$ cat src/rtl/pipe_rate_pwr_ctrl.sv
// pipe_rate_pwr_ctrl: MAC-side sequencer for PIPE Rate/PowerDown changes.
// It takes one request at a time and forces TxElecIdle for EI_CYCLES clocks.
// It then drives the new Rate/PowerDown pair and waits for the PhyStatus
// completion pulse, ending with a done pulse or a sticky timeout error.
// Handshake: a request transfers on a rising edge where req_valid && req_ready;
// req_ready is high only in IDLE, and req_* are ignored while req_valid is low.
// All outputs are registered.
module pipe_rate_pwr_ctrl #(
    parameter int EI_CYCLES = 4,
    parameter int TIMEOUT   = 1024,
    parameter int CNT_W     = 11
) (
    input  logic       clk,
    input  logic       rst_n,
    input  logic       req_valid,
    output logic       req_ready,
    input  logic [1:0] req_rate,
    input  logic [1:0] req_powerdown,
    output logic [1:0] pipe_rate,
    output logic [1:0] pipe_powerdown,
    output logic       pipe_txelecidle,
    input  logic       phy_status,
    output logic       busy,
    output logic       done,
    output logic       timeout_err,
    output logic       illegal_err,
    output logic [2:0] dbg_state
);

    typedef enum logic [2:0] {
        S_RST_WAIT = 3'd0,
        S_IDLE     = 3'd1,
        S_EI       = 3'd2,
        S_APPLY    = 3'd3,
        S_WAIT_PHY = 3'd4,
        S_DONE     = 3'd5
    } state_t;

    localparam logic [CNT_W-1:0] EI_LAST  = CNT_W'(EI_CYCLES - 1);
    localparam logic [CNT_W-1:0] TMO_LAST = CNT_W'(TIMEOUT - 1);
    localparam logic [1:0]       RATE_BAD = 2'd3;
    localparam logic [1:0]       PD_P0    = 2'd0;
    localparam logic [1:0]       PD_P1    = 2'd2;

    state_t           state_q, state_d;
    logic [CNT_W-1:0] cnt_q, cnt_d, cnt_inc;
    logic [1:0]       lat_rate_q, lat_rate_d;
    logic [1:0]       lat_pd_q, lat_pd_d;
    logic [1:0]       rate_d, pd_d;
    logic             eidle_d, done_d, tmo_d, ill_d;

    // Counter never wraps: it holds at all-ones.
    assign cnt_inc   = (cnt_q == {CNT_W{1'b1}}) ? cnt_q : cnt_q + CNT_W'(1);
    assign dbg_state = state_q;

    // State register.
    always_ff @(posedge clk or negedge rst_n) begin
        if (!rst_n) state_q <= S_RST_WAIT;
        else        state_q <= state_d;
    end

    // Next-state and next-output logic; each state's actions land on its exit edge.
    always_comb begin
        state_d    = state_q;
        cnt_d      = cnt_q;
        lat_rate_d = lat_rate_q;
        lat_pd_d   = lat_pd_q;
        rate_d     = pipe_rate;
        pd_d       = pipe_powerdown;
        eidle_d    = pipe_txelecidle;
        tmo_d      = timeout_err;
        done_d     = 1'b0;
        ill_d      = 1'b0;
        case (state_q)
            S_RST_WAIT: begin
                if (!phy_status) state_d = S_IDLE;
            end
            S_IDLE: begin
                if (req_valid && req_ready) begin
                    if (req_rate == RATE_BAD) begin
                        ill_d = 1'b1;
                    end else if (req_rate == pipe_rate && req_powerdown == pipe_powerdown) begin
                        done_d = 1'b1;
                    end else begin
                        lat_rate_d = req_rate;
                        lat_pd_d   = req_powerdown;
                        tmo_d      = 1'b0;
                        cnt_d      = '0;
                        eidle_d    = 1'b1;
                        state_d    = S_EI;
                    end
                end
            end
            S_EI: begin
                eidle_d = 1'b1;
                if (cnt_q == EI_LAST) state_d = S_APPLY;
                else                  cnt_d   = cnt_inc;
            end
            S_APPLY: begin
                rate_d  = lat_rate_q;
                pd_d    = lat_pd_q;
                cnt_d   = '0;
                state_d = S_WAIT_PHY;
            end
            S_WAIT_PHY: begin
                // PhyStatus takes priority over the timeout compare.
                if (phy_status) begin
                    state_d = S_DONE;
                end else if (cnt_q == TMO_LAST) begin
                    tmo_d   = 1'b1;
                    state_d = S_DONE;
                end else begin
                    cnt_d = cnt_inc;
                end
            end
            S_DONE: begin
                done_d  = 1'b1;
                eidle_d = (lat_pd_q != PD_P0);
                state_d = S_IDLE;
            end
            default: state_d = S_RST_WAIT;
        endcase
    end

    // Registered outputs, latched request and counter.
    always_ff @(posedge clk or negedge rst_n) begin
        if (!rst_n) begin
            cnt_q           <= '0;
            lat_rate_q      <= '0;
            lat_pd_q        <= PD_P1;
            pipe_rate       <= '0;
            pipe_powerdown  <= PD_P1;
            pipe_txelecidle <= 1'b1;
            req_ready       <= 1'b0;
            busy            <= 1'b1;
            done            <= 1'b0;
            timeout_err     <= 1'b0;
            illegal_err     <= 1'b0;
        end else begin
            cnt_q           <= cnt_d;
            lat_rate_q      <= lat_rate_d;
            lat_pd_q        <= lat_pd_d;
            pipe_rate       <= rate_d;
            pipe_powerdown  <= pd_d;
            pipe_txelecidle <= eidle_d;
            req_ready       <= (state_d == S_IDLE);
            busy            <= (state_d != S_IDLE);
            done            <= done_d;
            timeout_err     <= tmo_d;
            illegal_err     <= ill_d;
        end
    end

endmodule

$ cat config.mk
export PLATFORM = sky130hd
export DESIGN_NAME = pipe_rate_pwr_ctrl
export DESIGN_NICKNAME = d
export VERILOG_FILES = /design/src/rtl/pipe_rate_pwr_ctrl.sv
export SDC_FILE = /design/constraint.sdc
export NUM_CORES = 1
export LEC_CHECK = 0
export ABC_AREA = 1
export ABC_CLOCK_PERIOD_IN_PS = 1420
export CAP_MARGIN = 20
export CORE_MARGIN = 8
export CORE_UTILIZATION = 56
export CTS_BUF_LIST = sky130_fd_sc_hd__clkbuf_4 sky130_fd_sc_hd__clkbuf_8 sky130_fd_sc_hd__clkbuf_16
export DETAILED_ROUTE_END_ITERATION = 8
export DONT_BUFFER_PORTS = 1
export PLACE_DENSITY_LB_ADDON = 0.25
export RECOVER_POWER = 50
export SLEW_MARGIN = 0
export SYNTH_ARGS = -nofsm -noshare
export SYNTH_HDL_FRONTEND = slang
export SYNTH_SLANG_ARGS = --single-unit
export TNS_END_PERCENT = 10
$ cat constraint.sdc
create_clock -name clk -period 1.42 [get_ports clk]
set_input_delay 0.355 -clock clk [delete_from_list [all_inputs] [get_ports clk]]
set_output_delay 0.355 -clock clk [all_outputs]
set_load 0.01 [all_outputs]
==> results of run 1 <==
## cell usage after synthesis, types with 3 or more instances
master / instances / area (sq um)
dfstp_2: 4 / 105
nand3_1: 25 / 125
nand4_1: 5 / 31.3
nor3_1: 3 / 15.0
buf_2: 3 / 15.0
nand2_1: 89 / 334
a21oi_1: 4 / 20.0
dfrtp_1: 24 / 601
o21ai_0: 6 / 30.0
xor2_1: 5 / 43.8
inv_1: 24 / 90.1
nor2_1: 38 / 143
## worst register-to-register path: cells and delay by family (launching register included)
family	cells	cell delay (ns)
simple gates	7	0.82
flops	1	0.47
buf+inv	2	0.25
## where the power goes
group | leakage (nW) | switching, mW | internal (mW) | total (mW)
registers | 0.357 | 0.251 | 1.07 | 1.32
clock network | 0.0279 | 0.243 | 0.286 | 0.528
logic | 0.751 | 1.58 | 1.12 | 2.70
total | 1.14 | 2.07 | 2.47 | 4.54
## cells by family after synthesis
group / share of synthesized area (%)
compound gates: 3.87
fa+ha+maj: 0.744
xor+xnor: 2.61
simple gates: 42.5
flops: 42.0
buf+inv: 8.26
## routing by layer
layer  global-route usage [%]  up-vias  wire length [um]
li1                         -      854                 -
met1                     22.7      831              1940
met5                        0        -                 0
met3                     2.40       15               337
met4                     5.08        0                91
met2                     29.1       86              2500
## registers in the layout (all words and copies together) (netlist names), 2 cells and up
register	count
cnt_q	11
lat_rate_q	2
dbg_state	3
pipe_powerdown	2
pipe_rate	2
lat_pd_q	2
## worst paths after layout
path                                              start                 endpoint  slack [ns]  cells after the start
worst max-delay path             dbg_state[0]$_DFF_PN0_     cnt_q[6]$_DFFE_PN0P_       -0.16                      9
worst min-delay path                          req_valid    illegal_err$_DFF_PN0_        0.13                      2
worst max register to register   dbg_state[0]$_DFF_PN0_     cnt_q[6]$_DFFE_PN0P_       -0.16                      9
worst min register to register  lat_pd_q[1]$_DFFE_PN1P_  lat_pd_q[1]$_DFFE_PN1P_        0.50                      2
max in group asynchronous                         rst_n   dbg_state[0]$_DFF_PN0_        0.38                      2
min in group asynchronous                         rst_n      req_ready$_DFF_PN0_        0.58                      2
## per-stage QoR
step / hold WS, ns / area, sq um / util, % / std cells
6_report: 0.129 / 2240 / 76.0 / 323
3_5_place_dp: 0.0600 / 2000 / 67.6 / 313
2_1_floorplan: 0.0594 / 1700 / - / 246
5_1_grt: 0.111 / 2240 / 76.0 / 323
3_3_place_gp: 0.0601 / 2000 / 67.6 / 313
4_1_cts: 0.119 / 2120 / 71.7 / 320
## layout make-up
cell class,instances,area (sq um),area share (%)
well taps,33,41.3,1.84
repair buffers,45,372,16.6
multi-input cells,187,958,42.7
inverters,26,110,4.91
clock buffers,3,22.5,1.00
flip-flops and latches,28,709,31.6
clock inverters,1,30.0,1.34
## repair_timing
action | CTS | global route
endpoints found under the setup margin | 18 | 22
gates resized for setup | 11 | 35
hold endpoints to repair | 28 | 0
buffers inserted | 0 | 3
pin swaps | 6 | 10
gates cloned | 1 | 0
hold buffers | 2 | 0
==> impl_metrics.env, run 1 <==
export IMPL_status="finished, violations left"
export IMPL_failed_checks="setup timing"
export IMPL_ys_seq_elements=28
export IMPL_cpPeakStageDelay_ns=0.47
export IMPL_wirelength_mm=4.87
export IMPL_grt_pass1_vias=1582
export IMPL_drc=0
export IMPL_via_count=1786
export IMPL_grt_pass1_wl_mm=7.16
export IMPL_wire_per_inst_um=15.1
export IMPL_synth_edff_count=0
export IMPL_end_kind="flip-flop"
export IMPL_firstDrtPassIters=5
export IMPL_synth_area_per_cell_sq_um=6.83
export IMPL_maxCapViolations=0
export IMPL_synth_warning_count=0
export IMPL_clk_pin_slew_ns=0.15
export IMPL_synth_nets=255
export IMPL_gr_total_overflow=0
export IMPL_area_growth_pct=33.5
export IMPL_path_buf_inv=2
export IMPL_ir_drop_mv=1.58
export IMPL_synthesis_area_sq_um=1680
export IMPL_final_common_cell="nand2_1"
export IMPL_insertion_delay_ns=0.33
export IMPL_fp_dieW_um=70.8
export IMPL_antenna_found_initial=0
export IMPL_timing_setup_tns_ns=-1.97
export IMPL_cts_path_max_buffers=2
export IMPL_fin_crit_ns=1.58
export IMPL_drt_antenna_violating_nets=0
export IMPL_finalClockSkew_ns=0.00331
export IMPL_cp_arrival_ns=1.86
export IMPL_finalSetupViolCount=18
export IMPL_fillCellCount=216
export IMPL_critical_path_top_delay_family="simple AND/OR/NAND/NOR gates"
export IMPL_power_total_mw=4.54
export IMPL_cts_root_buf="clkbuf_4"
export IMPL_ys_async_sr_fraction_pct=100
export IMPL_tritoncts="built"
export IMPL_fin_nets=300
export IMPL_drive_gt1_share_pct=31.0
export IMPL_place_gp_congestion=0.941
export IMPL_setup_slack_ns=-0.163
export IMPL_powerDensity_nw_per_um2=2030
export IMPL_ys_dominant_reg_cell="dfrtp_1"
export IMPL_finalHoldViolCount=0
export IMPL_syn_instance_count=246
export IMPL_slew_viol_final=0
export IMPL_die_area_sq_um=5010
export IMPL_crit_path_top_delay_cell="dfrtp_2"
export IMPL_grt_total_usage_pct=17.4
export IMPL_worst_pin_slew_ns=0.673
export IMPL_path_cells="inv_4 > nor2_4 > nand2_2 > nand4_1 > nand2_2 > nor2_4 > buf_6 > nand3_1 > nand2_1"
export IMPL_layout_common_cells="nand2_1, buf_4, nor2_1"
export IMPL_grt_max_degree=29
export IMPL_via_per_inst=5.53
export IMPL_max_freq_mhz=632
export IMPL_drt_iter0_markers=133
export IMPL_cts_made_buffers=3
export IMPL_io_buffers=0
export IMPL_crit_required_ns=1.70
export IMPL_h_tree_depth=1
export IMPL_ys_types=24
export IMPL_die_h_um=70.8
export IMPL_antenna_cells=0
export IMPL_hp_class="in2reg"
export IMPL_hpwl_mm=3.09
export IMPL_preCtsSetupSlack_ns=-0.152
export IMPL_critPathKind="reg2reg"
export IMPL_cellLeakagePower_nw=1.14
export IMPL_grt_setup_unrepaired="yes"
export IMPL_start_util_pct=56.9
export IMPL_path_max_fanout=7
export IMPL_cts_sinks=28
export IMPL_timing_slew_headroom_pct=55.1
export IMPL_io_pins=21
export IMPL_floorplan_rows=20
export IMPL_period_share_pct=111
export IMPL_coreArea_sq_um=2950
export IMPL_ys_seq_area_share_pct=42.0
export IMPL_critPathLaunchType="flip-flop"
No activity file was read; power rests on OpenSTA's default activity.
==> inputs of run 2 (changes only) <==
PLACE_DENSITY = 0.74   (was unset)
PLACE_DENSITY_LB_ADDON = unset   (was 0.25)
==> impl_metrics.env, run 2 (synthesis gave the netlist of run 1 again) <==
export IMPL_status="finished, violations left"
export IMPL_failed_checks="setup timing"
export IMPL_io_pins=21
export IMPL_worstHoldStart="req_powerdown[1]"
export IMPL_worst_pin_slew_ns=0.700
export IMPL_grt_pass1_wl_mm=7.59
export IMPL_finalClockSkew_ns=0.0122
export IMPL_period_share_pct=108
export IMPL_ff_latch_area_sq_um=708
export IMPL_finalHoldViolCount=0
export IMPL_firstDrtPassIters=4
export IMPL_wirelength_mm=4.76
export IMPL_r2r_end="cnt_q[5]$_DFFE_PN0P_"
export IMPL_die_area_sq_um=5010
export IMPL_critPathKind="reg2reg"
export IMPL_via_count=1767
export IMPL_io_buffers=0
export IMPL_cellLeakagePower_nw=1.14
export IMPL_cts_path_max_buffers=2
export IMPL_max_freq_mhz=650
export IMPL_timing_hold_ws_ns=0.120
export IMPL_grt_pass1_vias=1685
export IMPL_tritoncts="built"
export IMPL_wire_per_inst_um=14.5
export IMPL_clk_pin_slew_ns=0.17
export IMPL_cts_root_buf="clkbuf_4"
export IMPL_powerDensity_nw_per_um2=1980
export IMPL_ff2ff_path_depth=9
export IMPL_path_cells="inv_2 > nor2_2 > nand2_2 > nand4_1 > nand2_2 > nor2_4 > buf_6 > nand3_1 > nand2_1"
export IMPL_path_max_fanout=7
export IMPL_largest_reg_flops=11
export IMPL_die_h_um=70.8
export IMPL_slew_viol_final=0
export IMPL_layout_common_cells="nand2_1, buf_4, nor2_1"
export IMPL_dp_cells=316
export IMPL_coreArea_sq_um=2950
export IMPL_gr_total_overflow=0
export IMPL_insertion_delay_ns=0.34
export IMPL_grt_setup_unrepaired="yes"
export IMPL_multi_input_area_sq_um=907
export IMPL_drt_antenna_violating_nets=0
export IMPL_stdcell_area_sq_um=2210
export IMPL_final_cells=328
export IMPL_area_growth_pct=31.7
export IMPL_holdPathEnd="lat_pd_q[1]$_DFFE_PN1P_"
export IMPL_hpwl_mm=3.15
export IMPL_power_total_mw=4.38
export IMPL_drt_iter0_markers=156
export IMPL_setup_slack_ns=-0.118
export IMPL_antenna_found_initial=0
export IMPL_crit_path_top_delay_cell="dfrtp_1"
export IMPL_placed_area_sq_um=2020
export IMPL_antenna_cells=0
export IMPL_start_util_pct=56.9
export IMPL_final_common_cell="nand2_1"
export IMPL_fillCellCount=229
export IMPL_rrSetupSlack_ns=-0.12
export IMPL_drc=0
export IMPL_drive_gt1_share_pct=29.8
export IMPL_place_gp_congestion=0.870
export IMPL_cpPeakStageDelay_ns=0.44
export IMPL_fp_dieW_um=70.8
export IMPL_grt_max_degree=29
export IMPL_end_kind="flip-flop"
export IMPL_critPathLaunchType="flip-flop"
export IMPL_ir_drop_mv=1.53
export IMPL_grt_total_usage_pct=18.5
export IMPL_via_per_inst=5.39
export IMPL_finalSetupViolCount=19
export IMPL_cts_sinks=28
export IMPL_crit_top_cell="nand2_2"
export IMPL_maxCapViolations=0
export IMPL_cts_made_buffers=3
export IMPL_h_tree_depth=1
export IMPL_fin_crit_ns=1.54
export IMPL_top_register="cnt_q"
export IMPL_preCtsSetupSlack_ns=-0.155
export IMPL_r2r_start="dbg_state[0]$_DFF_PN0_"
export IMPL_crit_required_ns=1.71
export IMPL_timing_slew_headroom_pct=53.4
export IMPL_whs_path_depth=2
export IMPL_cp_arrival_ns=1.82
export IMPL_floorplan_rows=20
export IMPL_fin_nets=305
export IMPL_hp_class="in2reg"
[run 2: cell count changes in the layout (fill, tap and decap cells not counted), sizes merged]
cell,before,now
buf,43,48
[run 2: critical path: cells and delay by family, from the launching register on]
kind,cells,cell delay [ns]
buf+inv,2,0.26
simple gates,7,0.77
flops,1,0.44
[run 2: timing repair]
item	4_1_cts	5_1_grt
cloned	1	0
pin swaps	12	0
hold endpoints to repair	28	0
gates resized for setup	23	6
buffers inserted	4	1
setup endpoints to repair	19	24
hold buffers	2	0
[run 2: metal layers]
layer | track usage [%] | wire, um | vias up
met2 | 30.1 | 2300 | 67
met4 | 7.39 | 78 | 0
met3 | 2.97 | 274 | 8
met5 | 0 | 0 | -
li1 | - | - | 868
met1 | 23.8 | 2110 | 824
[run 2: layout make-up]
class	count	area share (%)
inverter	26	4.64
tap	33	1.87
clock buffer	3	1.02
sequential	28	32.0
clock inverter	1	1.36
multi-input combinational	187	41.0
timing repair buffer	50	18.1
[run 2: how the worst max path moves through the flow]
stage / startpoint / endpoint / cells past startpoint
after floorplan: cnt_q[0]$_DFFE_PN0P_ / cnt_q[1]$_DFFE_PN0P_ / 10
after global placement: pipe_powerdown[1]$_DFFE_PN1P_ / cnt_q[10]$_DFFE_PN0P_ / 10
after detailed placement: pipe_powerdown[1]$_DFFE_PN1P_ / cnt_q[8]$_DFFE_PN0P_ / 10
after CTS: cnt_q[0]$_DFFE_PN0P_ / cnt_q[9]$_DFFE_PN0P_ / 9
after global routing: dbg_state[0]$_DFF_PN0_ / cnt_q[1]$_DFFE_PN0P_ / 9
final: dbg_state[0]$_DFF_PN0_ / cnt_q[5]$_DFFE_PN0P_ / 9
[run 2: power by group]
group          switching, mW  leakage, nW  total, mW  internal (mW)
logic                   1.48        0.755       2.56           1.09
registers              0.209        0.358       1.27           1.07
clock network          0.255       0.0279      0.541          0.286
[run 2: stage by stage]
step                      setup TNS, ns  utilization [%]
after floorplan                       0                -
after global placement            -1.13             68.3
after detailed placement          -1.69             68.3
after CTS                        -0.464             74.8
after global routing              -2.82             75.0
final                             -1.63             75.0
==> inputs of run 3 (changes only) <==
ABC_AREA = unset   (was 1)
ABC_CLOCK_PERIOD_IN_PS = 1700   (was 1420)
CORE_UTILIZATION = 60   (was 56)
PLACE_DENSITY = unset   (was 0.74)
PLACE_DENSITY_LB_ADDON = 0.3   (was unset)
clock period = 1.7 ns   (was 1.42 ns; I/O delays follow)
==> impl_metrics.env, run 3 <==
export IMPL_status="finished, violations left"
export IMPL_failed_checks="setup timing"
export IMPL_ys_dominant_reg_cell="dfrtp_1"
export IMPL_synth_warning_count=0
export IMPL_synth_top_area_cell="dfrtp_1"
export IMPL_timing_setup_tns_ns=-1.04
export IMPL_syn_instance_count=155
export IMPL_busiest_layer="met2"
export IMPL_top_register="cnt_q"
export IMPL_insertion_delay_ns=0.35
export IMPL_antenna_cells=0
export IMPL_grt_max_degree=29
export IMPL_ys_top_cells_by_count="dfrtp_1, nand2_1, nor2_1"
export IMPL_grt_use_met1_pct=25.9
export IMPL_synth_area_per_cell_sq_um=9.93
export IMPL_hpwl_mm=3.16
export IMPL_antenna_found_initial=0
export IMPL_wire_per_inst_um=20.2
export IMPL_clk_pin_slew_ns=0.17
export IMPL_ff2ff_path_depth=5
export IMPL_yosysMostFrequentCell="dfrtp_1"
export IMPL_rrSetupSlack_ns=-0.17
export IMPL_fp_dieW_um=66.6
export IMPL_path_cells="or3b_4 > o21a_1 > a22o_4 > o41a_1 > a31oi_1"
export IMPL_timing_slew_headroom_pct=52.6
export IMPL_synth_nets=164
export IMPL_floorplan_rows=18
export IMPL_worstHoldStart="req_powerdown[1]"
export IMPL_holdPathEnd="lat_pd_q[1]$_DFFE_PN1P_"
export IMPL_clkPwrFrac_pct=13.0
export IMPL_synth_edff_count=0
export IMPL_ys_async_sr_fraction_pct=100
export IMPL_timing_hold_ws_ns=0.197
export IMPL_max_freq_mhz=534
export IMPL_ys_types=45
export IMPL_ir_drop_mv=1.37
export IMPL_tritoncts="built"
export IMPL_die_h_um=66.6
export IMPL_setup_slack_ns=-0.171
export IMPL_p_sw_mw=1.38
export IMPL_stdcell_area_sq_um=2060
export IMPL_area_growth_pct=33.6
export IMPL_io_pins=21
export IMPL_maxCapViolations=0
export IMPL_dp_cells=222
export IMPL_hp_class="in2reg"
export IMPL_wirelength_mm=4.72
export IMPL_slew_viol_final=0
export IMPL_fin_crit_ns=1.87
export IMPL_gr_total_overflow=0
export IMPL_via_count=1548
export IMPL_power_frac_comb_pct=56.2
export IMPL_worst_pin_slew_ns=0.712
export IMPL_largest_reg_flops=11
export IMPL_grt_setup_unrepaired="yes"
export IMPL_coreArea_sq_um=2450
export IMPL_crit_required_ns=1.97
export IMPL_ys_seq_area_share_pct=45.9
export IMPL_grt_pass1_wl_mm=7.29
export IMPL_finalHoldViolCount=0
export IMPL_grt_total_usage_pct=21.2
export IMPL_final_cells=233
export IMPL_drt_antenna_violating_nets=0
export IMPL_finalClockSkew_ns=0.00827
export IMPL_start_util_pct=62.7
export IMPL_place_gp_congestion=0.958
export IMPL_grt_pass1_vias=1488
export IMPL_grt_use_met3_pct=4.53
export IMPL_whs_path_depth=1
export IMPL_ys_seq_elements=28
export IMPL_period_share_pct=110
export IMPL_fin_nets=213
export IMPL_layout_common_cells="buf_4, dfrtp_1, nand2_1, nor2_1, a31oi_1"
export IMPL_cpPeakStageDelay_ns=0.47
export IMPL_path_max_fanout=6
export IMPL_firstDrtPassIters=5
export IMPL_grtUsageMet2_pct=36.1
export IMPL_preCtsSetupSlack_ns=-0.185
export IMPL_drc=0
export IMPL_drt_iter0_markers=151
export IMPL_synthesis_area_sq_um=1540
export IMPL_h_tree_depth=1
export IMPL_power_frac_seq_pct=30.8
export IMPL_critPathKind="reg2reg"
export IMPL_cts_sinks=28
export IMPL_final_common_cell="buf_4"
export IMPL_netlist_area_leader_share_pct=39.0
export IMPL_cellLeakagePower_nw=0.912
export IMPL_die_area_sq_um=4440
export IMPL_end_kind="flip-flop"
export IMPL_placed_area_sq_um=1880
export IMPL_netSwitchingFraction_pct=39.3
export IMPL_cts_made_buffers=3
export IMPL_p_int_mw=2.13
export IMPL_cts_path_max_buffers=2
export IMPL_critical_path_top_delay_family="compound AO/OA/AOI/OAI gates"
export IMPL_io_buffers=0
export IMPL_path_buf_inv=0
export IMPL_netlist_top_cells_area="dfrtp_1, dfstp_2, a31oi_1"
export IMPL_critPathLaunchType="flip-flop"
export IMPL_cts_root_buf="clkbuf_4"
export IMPL_r2r_end="cnt_q[5]$_DFFE_PN0P_"
export IMPL_r2r_start="dbg_state[0]$_DFF_PN0_"
export IMPL_via_per_inst=6.64
export IMPL_crit_path_top_delay_cell="dfrtp_2"
export IMPL_finalSetupViolCount=12
export IMPL_powerDensity_nw_per_um2=1710
export IMPL_drive_gt1_share_pct=38.4
export IMPL_cp_arrival_ns=2.14
==> run 3: cell types whose count changed after synthesis, sizes merged, moves of 8 or more <==
| cell | delta |
|---|---|
| nand3 | -21 |
| inv | -20 |
| nor2 | -30 |
| a31oi | +9 |
| nand2 | -79 |
| mux2 | +8 |
==> run 3: area by class of cell <==
type / instances / area [sq um]
Fill cell: 142 / 399
Clock inverter: 1 / 30.0
Multi-Input combinational cell: 114 / 850
Timing Repair Buffer: 51 / 387
Clock buffer: 3 / 22.5
Inverter: 6 / 22.5
Sequential cell: 28 / 707
Tap cell: 30 / 37.5
==> run 3: worst max path at each step <==
stage                                 startpoint                    to  depth (start not counted)
after CTS                 dbg_state[0]$_DFF_PN0_  cnt_q[5]$_DFFE_PN0P_                          5
after detailed placement    cnt_q[0]$_DFFE_PN0P_  cnt_q[5]$_DFFE_PN0P_                          7
final                     dbg_state[0]$_DFF_PN0_  cnt_q[5]$_DFFE_PN0P_                          5
after global routing        cnt_q[1]$_DFFE_PN0P_  cnt_q[5]$_DFFE_PN0P_                          6
after global placement      cnt_q[0]$_DFFE_PN0P_  cnt_q[5]$_DFFE_PN0P_                          7
after floorplan           dbg_state[2]$_DFF_PN0_  cnt_q[5]$_DFFE_PN0P_                          6
==> run 3: cell families (layout without fill, tap and decap cells) <==
| logic type | count (synthesis) | after routing | synth area share (%) |
|---|---|---|---|
| xor gates and xnor gates | 5 | 5 | 2.85 |
| AOI/OAI and AO/OA | 42 | 42 | 19.7 |
| adders and majority gates | 1 | 1 | 0.813 |
| DFF | 28 | 28 | 45.9 |
| muxes | 10 | 10 | 7.15 |
| buffers and inverters | 13 | 61 | 3.50 |
| and+or+nand+nor | 56 | 56 | 20.2 |
==> run 3: power groups by stage <==
| stage | Combinational, mW | Sequential (mW) | Clock [mW] |
|---|---|---|---|
| after CTS | 1.81 | 1.07 | 0.447 |
| final | 1.97 | 1.08 | 0.457 |
| after global placement | 1.68 | 1.06 | 0 |
| after floorplan | 0.942 | 1.10 | 0 |
| after global routing | 2.11 | 1.10 | 0.476 |
| after detailed placement | 1.75 | 1.08 | 0 |
==> run 3: stage by stage <==
step                total power, mW  util, %
floorplan                      2.04        -
global placement               2.74     76.8
detailed placement             2.83     76.8
CTS                            3.33     82.2
global route                   3.69     83.7
finish                         3.51     83.7
==> run 3: routing by layer <==
layer / share of wire [%] / vias to the layer above
met1: 38 / 749
li1: - / 683
met4: 4.0 / 0
met5: 0 / -
met2: 50 / 91
met3: 8.1 / 25
==> run 3: timing repair <==
| action | in CTS | in global routing |
|---|---|---|
| setup endpoints to repair | 16 | 16 |
| hold buffers | 2 | 0 |
| hold endpoints to repair | 28 | 0 |
| buffers inserted | 3 | 2 |
| gates resized for setup | 5 | 7 |
| pin swaps | 4 | 2 |
